--- config.mk ---
export PLATFORM = sky130hd
export DESIGN_NAME = imm_gen_pipe
export DESIGN_NICKNAME = d
export VERILOG_FILES = /design/src/rtl/imm_gen_pipe.sv
export SDC_FILE = /design/constraint.sdc
export NUM_CORES = 1
export LEC_CHECK = 0
export ABC_AREA = 1
export ABC_CLOCK_PERIOD_IN_PS = 3400
export BUFFER_PORTS_ARGS = -buffer_cell sky130_fd_sc_hd__buf_2
export CAP_MARGIN = 20
export CORE_MARGIN = 2
export CORE_UTILIZATION = 59
export DETAILED_ROUTE_END_ITERATION = 8
export GPL_TIMING_DRIVEN = 0
export PLACE_DENSITY = 0.85
export SLEW_MARGIN = 20
export SYNTH_ARGS = -nofsm -noshare
export SYNTH_HDL_FRONTEND = slang
export SYNTH_SLANG_ARGS = --single-unit
--- constraint.sdc ---
create_clock -name clk -period 3.4 [get_ports clk]
set_clock_uncertainty 0.05 [all_clocks]
set_input_delay 0.68 -clock clk [delete_from_list [all_inputs] [get_ports clk]]
set_output_delay 0.68 -clock clk [all_outputs]
set_load 0.02 [all_outputs]
--- src/rtl/imm_gen_pipe.sv ---
// Pipelined RISC-V immediate generator: valid/ready input, registered output stage, one-entry skid buffer.
// Optional macro IMM_GEN_PIPE_ZICSR_EN adds CSR-immediate decode and the zimm output.
module imm_gen_pipe #(
  parameter int XLEN  = 64,
  parameter int CNT_W = 16
) (
  input  logic             clk,
  input  logic             rst_n,
  input  logic             in_valid,
  output logic             in_ready,
  input  logic [31:0]      inst,
  input  logic             flush,
  output logic             out_valid,
  input  logic             out_ready,
  output logic [XLEN-1:0]  imm,
  output logic [2:0]       fmt,
  output logic             illegal,
`ifdef IMM_GEN_PIPE_ZICSR_EN
  output logic [4:0]       zimm,
`endif
  output logic [CNT_W-1:0] xfer_cnt
);

  // Handshake: a beat moves when valid & ready are both high at a rising edge.
  // in_ready is a function of registered state only (skid empty), never of out_ready.

  localparam int EW = XLEN + 4;  // {illegal, fmt, imm}

  logic [6:0]  op;
  logic [2:0]  f3;
  logic [31:0] imm32;
  logic [2:0]  dec_fmt;
  logic        dec_ill;
  logic [EW-1:0] dec_entry;

  logic [EW-1:0]    out_q, out_d, skid_q, skid_d;
  logic             out_valid_q, out_valid_d;
  logic             skid_full_q, skid_full_d;
  logic [CNT_W-1:0] xfer_cnt_q, xfer_cnt_d;
  logic             in_fire, out_fire;

  assign op = inst[6:0];
  assign f3 = inst[14:12];

  // Every immediate is formed at 32 bits first, then sign-extended to XLEN.
  always_comb begin
    imm32   = 32'd0;
    dec_fmt = 3'd7;
    dec_ill = 1'b1;
    case (op)
      7'b0000011, 7'b1100111: begin
        imm32 = {{20{inst[31]}}, inst[31:20]};
        dec_fmt = 3'd1; dec_ill = 1'b0;
      end
      7'b0010011: begin
        dec_fmt = 3'd1; dec_ill = 1'b0;
        if (f3 == 3'b001 || f3 == 3'b101)
          imm32 = (XLEN == 64) ? {26'd0, inst[25:20]} : {27'd0, inst[24:20]};
        else
          imm32 = {{20{inst[31]}}, inst[31:20]};
      end
      7'b0011011: begin
        if (XLEN == 64) begin
          dec_fmt = 3'd1; dec_ill = 1'b0;
          if (f3 == 3'b001 || f3 == 3'b101)
            imm32 = {27'd0, inst[24:20]};
          else
            imm32 = {{20{inst[31]}}, inst[31:20]};
        end
      end
      7'b0100011: begin
        imm32 = {{20{inst[31]}}, inst[31:25], inst[11:7]};
        dec_fmt = 3'd2; dec_ill = 1'b0;
      end
      7'b1100011: begin
        imm32 = {{20{inst[31]}}, inst[7], inst[30:25], inst[11:8], 1'b0};
        dec_fmt = 3'd3; dec_ill = 1'b0;
      end
      7'b0110111, 7'b0010111: begin
        imm32 = {inst[31:12], 12'd0};
        dec_fmt = 3'd4; dec_ill = 1'b0;
      end
      7'b1101111: begin
        imm32 = {{12{inst[31]}}, inst[19:12], inst[20], inst[30:21], 1'b0};
        dec_fmt = 3'd5; dec_ill = 1'b0;
      end
      7'b1110011: begin
        dec_fmt = 3'd0; dec_ill = 1'b0;
`ifdef IMM_GEN_PIPE_ZICSR_EN
        if (f3 != 3'b000) begin
          imm32 = {20'd0, inst[31:20]};
          dec_fmt = 3'd1;
        end
`endif
      end
      7'b0110011, 7'b0001111: begin
        dec_fmt = 3'd0; dec_ill = 1'b0;
      end
      7'b0111011: begin
        if (XLEN == 64) begin
          dec_fmt = 3'd0; dec_ill = 1'b0;
        end
      end
      default: ;
    endcase
  end

  assign dec_entry = {dec_ill, dec_fmt, {(XLEN-31){imm32[31]}}, imm32[30:0]};

  assign in_ready = ~skid_full_q;
  assign in_fire  = in_valid & ~skid_full_q;
  assign out_fire = out_valid_q & out_ready;

  always_comb begin
    out_d       = out_q;
    skid_d      = skid_q;
    out_valid_d = out_valid_q;
    skid_full_d = skid_full_q;
    xfer_cnt_d  = xfer_cnt_q;
    if (out_fire && xfer_cnt_q != {CNT_W{1'b1}})
      xfer_cnt_d = xfer_cnt_q + CNT_W'(1);
    if (flush) begin
      out_valid_d = 1'b0;
      skid_full_d = 1'b0;
    end else if (!out_valid_q || out_ready) begin
      if (skid_full_q) begin
        out_d       = skid_q;
        out_valid_d = 1'b1;
        skid_full_d = 1'b0;
      end else begin
        out_valid_d = in_fire;
        if (in_fire) out_d = dec_entry;
      end
    end else if (in_fire) begin
      skid_d      = dec_entry;
      skid_full_d = 1'b1;
    end
  end

  always_ff @(posedge clk or negedge rst_n) begin
    if (!rst_n) begin
      out_q       <= '0;
      skid_q      <= '0;
      out_valid_q <= 1'b0;
      skid_full_q <= 1'b0;
      xfer_cnt_q  <= '0;
    end else begin
      out_q       <= out_d;
      skid_q      <= skid_d;
      out_valid_q <= out_valid_d;
      skid_full_q <= skid_full_d;
      xfer_cnt_q  <= xfer_cnt_d;
    end
  end

`ifdef IMM_GEN_PIPE_ZICSR_EN
  // zimm rides alongside the main entry through the same output/skid slots.
  logic [4:0] zimm_q, zimm_d, zskid_q, zskid_d;

  always_comb begin
    zimm_d  = zimm_q;
    zskid_d = zskid_q;
    if (!flush) begin
      if (!out_valid_q || out_ready) begin
        if (skid_full_q)  zimm_d = zskid_q;
        else if (in_fire) zimm_d = inst[19:15];
      end else if (in_fire) begin
        zskid_d = inst[19:15];
      end
    end
  end

  always_ff @(posedge clk or negedge rst_n) begin
    if (!rst_n) begin
      zimm_q  <= '0;
      zskid_q <= '0;
    end else begin
      zimm_q  <= zimm_d;
      zskid_q <= zskid_d;
    end
  end

  assign zimm = zimm_q;
`endif

  assign out_valid = out_valid_q;
  assign illegal   = out_q[EW-1];
  assign fmt       = out_q[EW-2:EW-4];
  assign imm       = out_q[XLEN-1:0];
  assign xfer_cnt  = xfer_cnt_q;

endmodule
# == After elaboration in Yosys (flattened, before gate mapping) ==
# Index checks and enable logic that the tools add are counted.
# word_totals
inputBits,37
out_inout_bits,86
reg_bits,154
elab_cells,54
# op_classes
add_sub_neg,1
bitwise_logic,5
eq_ne,16
reduce_logical,14
mux,13
# op_table
operator,count
$pmux 32 s7,1
$mux 68,2
$mux 32,2
$eq 7x6->1 const B,4
$eq 7x7->1 const B,4
$eq 7x5->1 const B,3
$pmux 3 s6,1
$add 16x1->16 const B,1
$ne 16x16->1 const B,1
$reduce_or 13->1,1
$reduce_or 4->1,2
$eq 7x2->1 const B,1
$eq 7x4->1 const B,1
$mux 1,7
$reduce_and 3->1,2
$reduce_bool 2->1,2
$reduce_or 2->1,2
$eq 3x1->1 const B,1
$eq 3x3->1 const B,1
$not 1->1,3
$reduce_bool 3->1,1
$and 1x1->1,2
$logic_or 1x1->1,2
$logic_and 1x1->1,1
$logic_not 1->1,1

# == Logic depth before layout (Yosys ltp) ==
# depth
ltp_word,6
depth_mapped,11
depth_no_buf,11

# == Worst setup path after synthesis ==
# OpenSTA, ideal clock, no wires.
# synth_path
path_kind,register -> output
startpoint,reg out_q[63] (netlist name)
endpoint,out imm[32]
path_slack_ns,1.495
t_required_ns,2.670
stages_incl_launch_ff,2
path_buffers,1
t_arrival_ns,1.175
cell_sequence,dfrtp_1 buf_4
# synth_lines
element,line_no,text
end: declaration,15,"output logic [XLEN-1:0] imm,"

==> flow_summary.yaml <==
critical_path:
  slowest_delay_ns: 0.94
  regToRegStartpoint: "out_valid$_DFFE_PN0N_"
  cp.required_ns: 2.67
  path_cells: "buf_4 > buf_2"
  rr_worst_depth: 7
  worstSetupPathType: "flip-flop to primary output"
  r2r-end: "out_q[11]$_DFFE_PN0P_"
  rrSetupSlack_ns: 1.47
  start_kind: "flip-flop"
  cp-end-kind: "primary output"
  cp.arrival_ns: 1.71
  crit_slowest_cell: "dfrtp_1"
  cp_max_fo: 34
cts:
  cts_resized: 0
  cts_root_buf: "clkbuf_8"
  postCtsSetupBuffers: 0
  clkSlewWorstSetupHoldPaths_ns: 0.11
  htreeDepth: 3
  cts_sinks: 90
  insertion_delay_ns: 0.38
  cts_hold_buffers: 0
  cts.path.max_buffers: 2
  cts_tree: "yes"
  cts_buffers: 9
synthesis:
  synth_top_cell_by_area: "dfrtp_1"
  synth_top_cell_area_share: 0.402
  syn_inst: 778
  avgSynthCellArea_um2: 7.21
  yosys_warnings: 0
  ys_types: 31
  synth_seq_cells: 90
  syn_nets: 816
  synth_seq_area_share: 0.402
  synth.area.top_cells: "dfrtp_1 (40%), nand2_1 (15%), nand3_1 (5.6%)"
  syn_area_um2: 5610
sta:
  drv_slew: 0
  fmax_ghz: 0.411
  finalHoldViolations: 0
  max_slew_margin: 0.409
  rsz0062_at_grt: "false"
  max_slew.worst_pin.slew_ns: 0.886
  fin_setup_tns_ns: 0
  finalCritPeriodShare: 0.716
  min_period_ns: 2.44
  setup_viol: 0
detailed_routing:
  ant_nets: 0
  wl_per_cell_um: 13.5
  drtIter0Drc: 384
  vias: 5515
  via_per_inst: 5.27
  drt_pass1_iterations: 5
  drt_wl_total_um: 14100
  drc: 0
layout:
  diodes: 0
  syn_to_final_growth_pct: 17.8
  postLayoutCellArea_um2: 6610
  nNetsFinal: 950
  layout_common_cells: "nand2_1 (224), buf_2 (145), dfrtp_1 (90)"
  mostFrequentLayoutCell: "nand2_1"
  drive_above_1_share: 0.279
floorplan:
  coreArea_um2: 9240
  fp.dieH_um: 102
  rows: 35
  start_util: 0.607
  fp.dieW_um: 102
  pin_count: 123
  die-area_um2: 10300
power_and_ir_drop:
  p_leak_uw: 0.00387
  power_per_cell_area_nw_per_um2: 421
  worst_ir_drop_vdd_v: 0.000348
  p_total_uw: 2780
place:
  post_dp_cell_area_um2: 6410
  portBuffers: 122
  gp_congestion: 0.936
  place_hpwl_um: 10500
grt:
  first_global_vias: 4964
  grtUsageTotal: 0.285
  gr-total-overflow: 0
  grt_max_degree: 57
  antenna_found_initial: 0
  grt_first_pass_wirelength_um: 23300
flow_run:
  maxCapViolCount: 0
worst_hold_path:
  holdCritPathClass: "input port to asynchronous set/reset pin"
run_status:
  status: "complete, no violations"
## metal layers
metal,routed length [µm],GRT usage,share of wire
met5,0,0,0
met4,318,0.0936,0.023
met3,1140,0.0663,0.081
met2,6490,0.454,0.46
met1,6120,0.386,0.43
## Yosys cell counts, drive strengths merged
master,number
clkbuf,6
a21oi,56
dfrtp,90
ha,1
xor2,11
nand3,68
a31oi,3
or3,1
nand4,31
buf,65
nor3,8
nand2,233
xnor2,2
o21ai,45
inv,84
nor2,73
nand3b,1
## worst max-delay path, delay by kind of cell, from the launching register on
kind	cells	cell delay, ns
flops	1	0.94
buf+inv	2	0.38
## power breakdown
| part | switching, µW | leakage (µW) | internal, µW | total (µW) |
|---|---|---|---|---|
| registers | 98.1 | 0.00117 | 1230 | 1330 |
| logic | 450 | 0.00260 | 270 | 719 |
| clock network | 448 | 0.0000902 | 287 | 735 |
## stage by stage
step,worst slack (ns),std cells,util,hold slack (ns)
finish,0.964,1046,0.715,0.182
detailed placement,1.10,1030,0.694,0.409
CTS,0.931,1046,0.715,0.197
floorplan,1.49,778,-,0.334
global placement,0.827,1029,0.691,0.408
global route,0.817,1046,0.715,0.210
## logic make-up (layout without fill, tap and decap cells)
| group | after synthesis | after routing | share of synthesized area |
|---|---|---|---|
| compound gates | 104 | 104 | 0.108 |
| xor+xnor | 13 | 13 | 0.0203 |
| fa+ha+maj | 1 | 1 | 0.00223 |
| buf+inv | 155 | 294 | 0.139 |
| flops | 90 | 90 | 0.402 |
| simple gates | 415 | 415 | 0.329 |
## flip-flops by register name (all words and copies together), names as in the netlist
register,cells
out_q,36
out_valid,1
skid_full_q,1
skid_q,36
xfer_cnt,16
## final cells by class
type,instances,area [µm²]
multi-input combinational,533,2580
fill,787,2630
tap,129,161
clock inverter,7,72.6
buffer,71,465
clock buffer,9,124
sequential,90,2250
timing repair buffer,123,641
inverter,84,315
## worst max path at each step
stage | endpoint | depth (start not counted) | slack [ns] | start
finish | imm[44] | 2 | 0.96 | out_q[63]$_DFFE_PN0P_
global route | imm[32] | 2 | 0.82 | out_q[63]$_DFFE_PN0P_
CTS | imm[42] | 2 | 0.93 | out_q[63]$_DFFE_PN0P_
detailed placement | out_q[67]$_DFFE_PN0P_ | 7 | 1.10 | out_ready
global placement | skid_q[7]$_DFFE_PN0P_ | 1 | 0.83 | rst_n
floorplan | imm[32] | 1 | 1.49 | out_q[63]$_DFFE_PN0P_
Note: power is estimated with default switching activity, not from simulation.
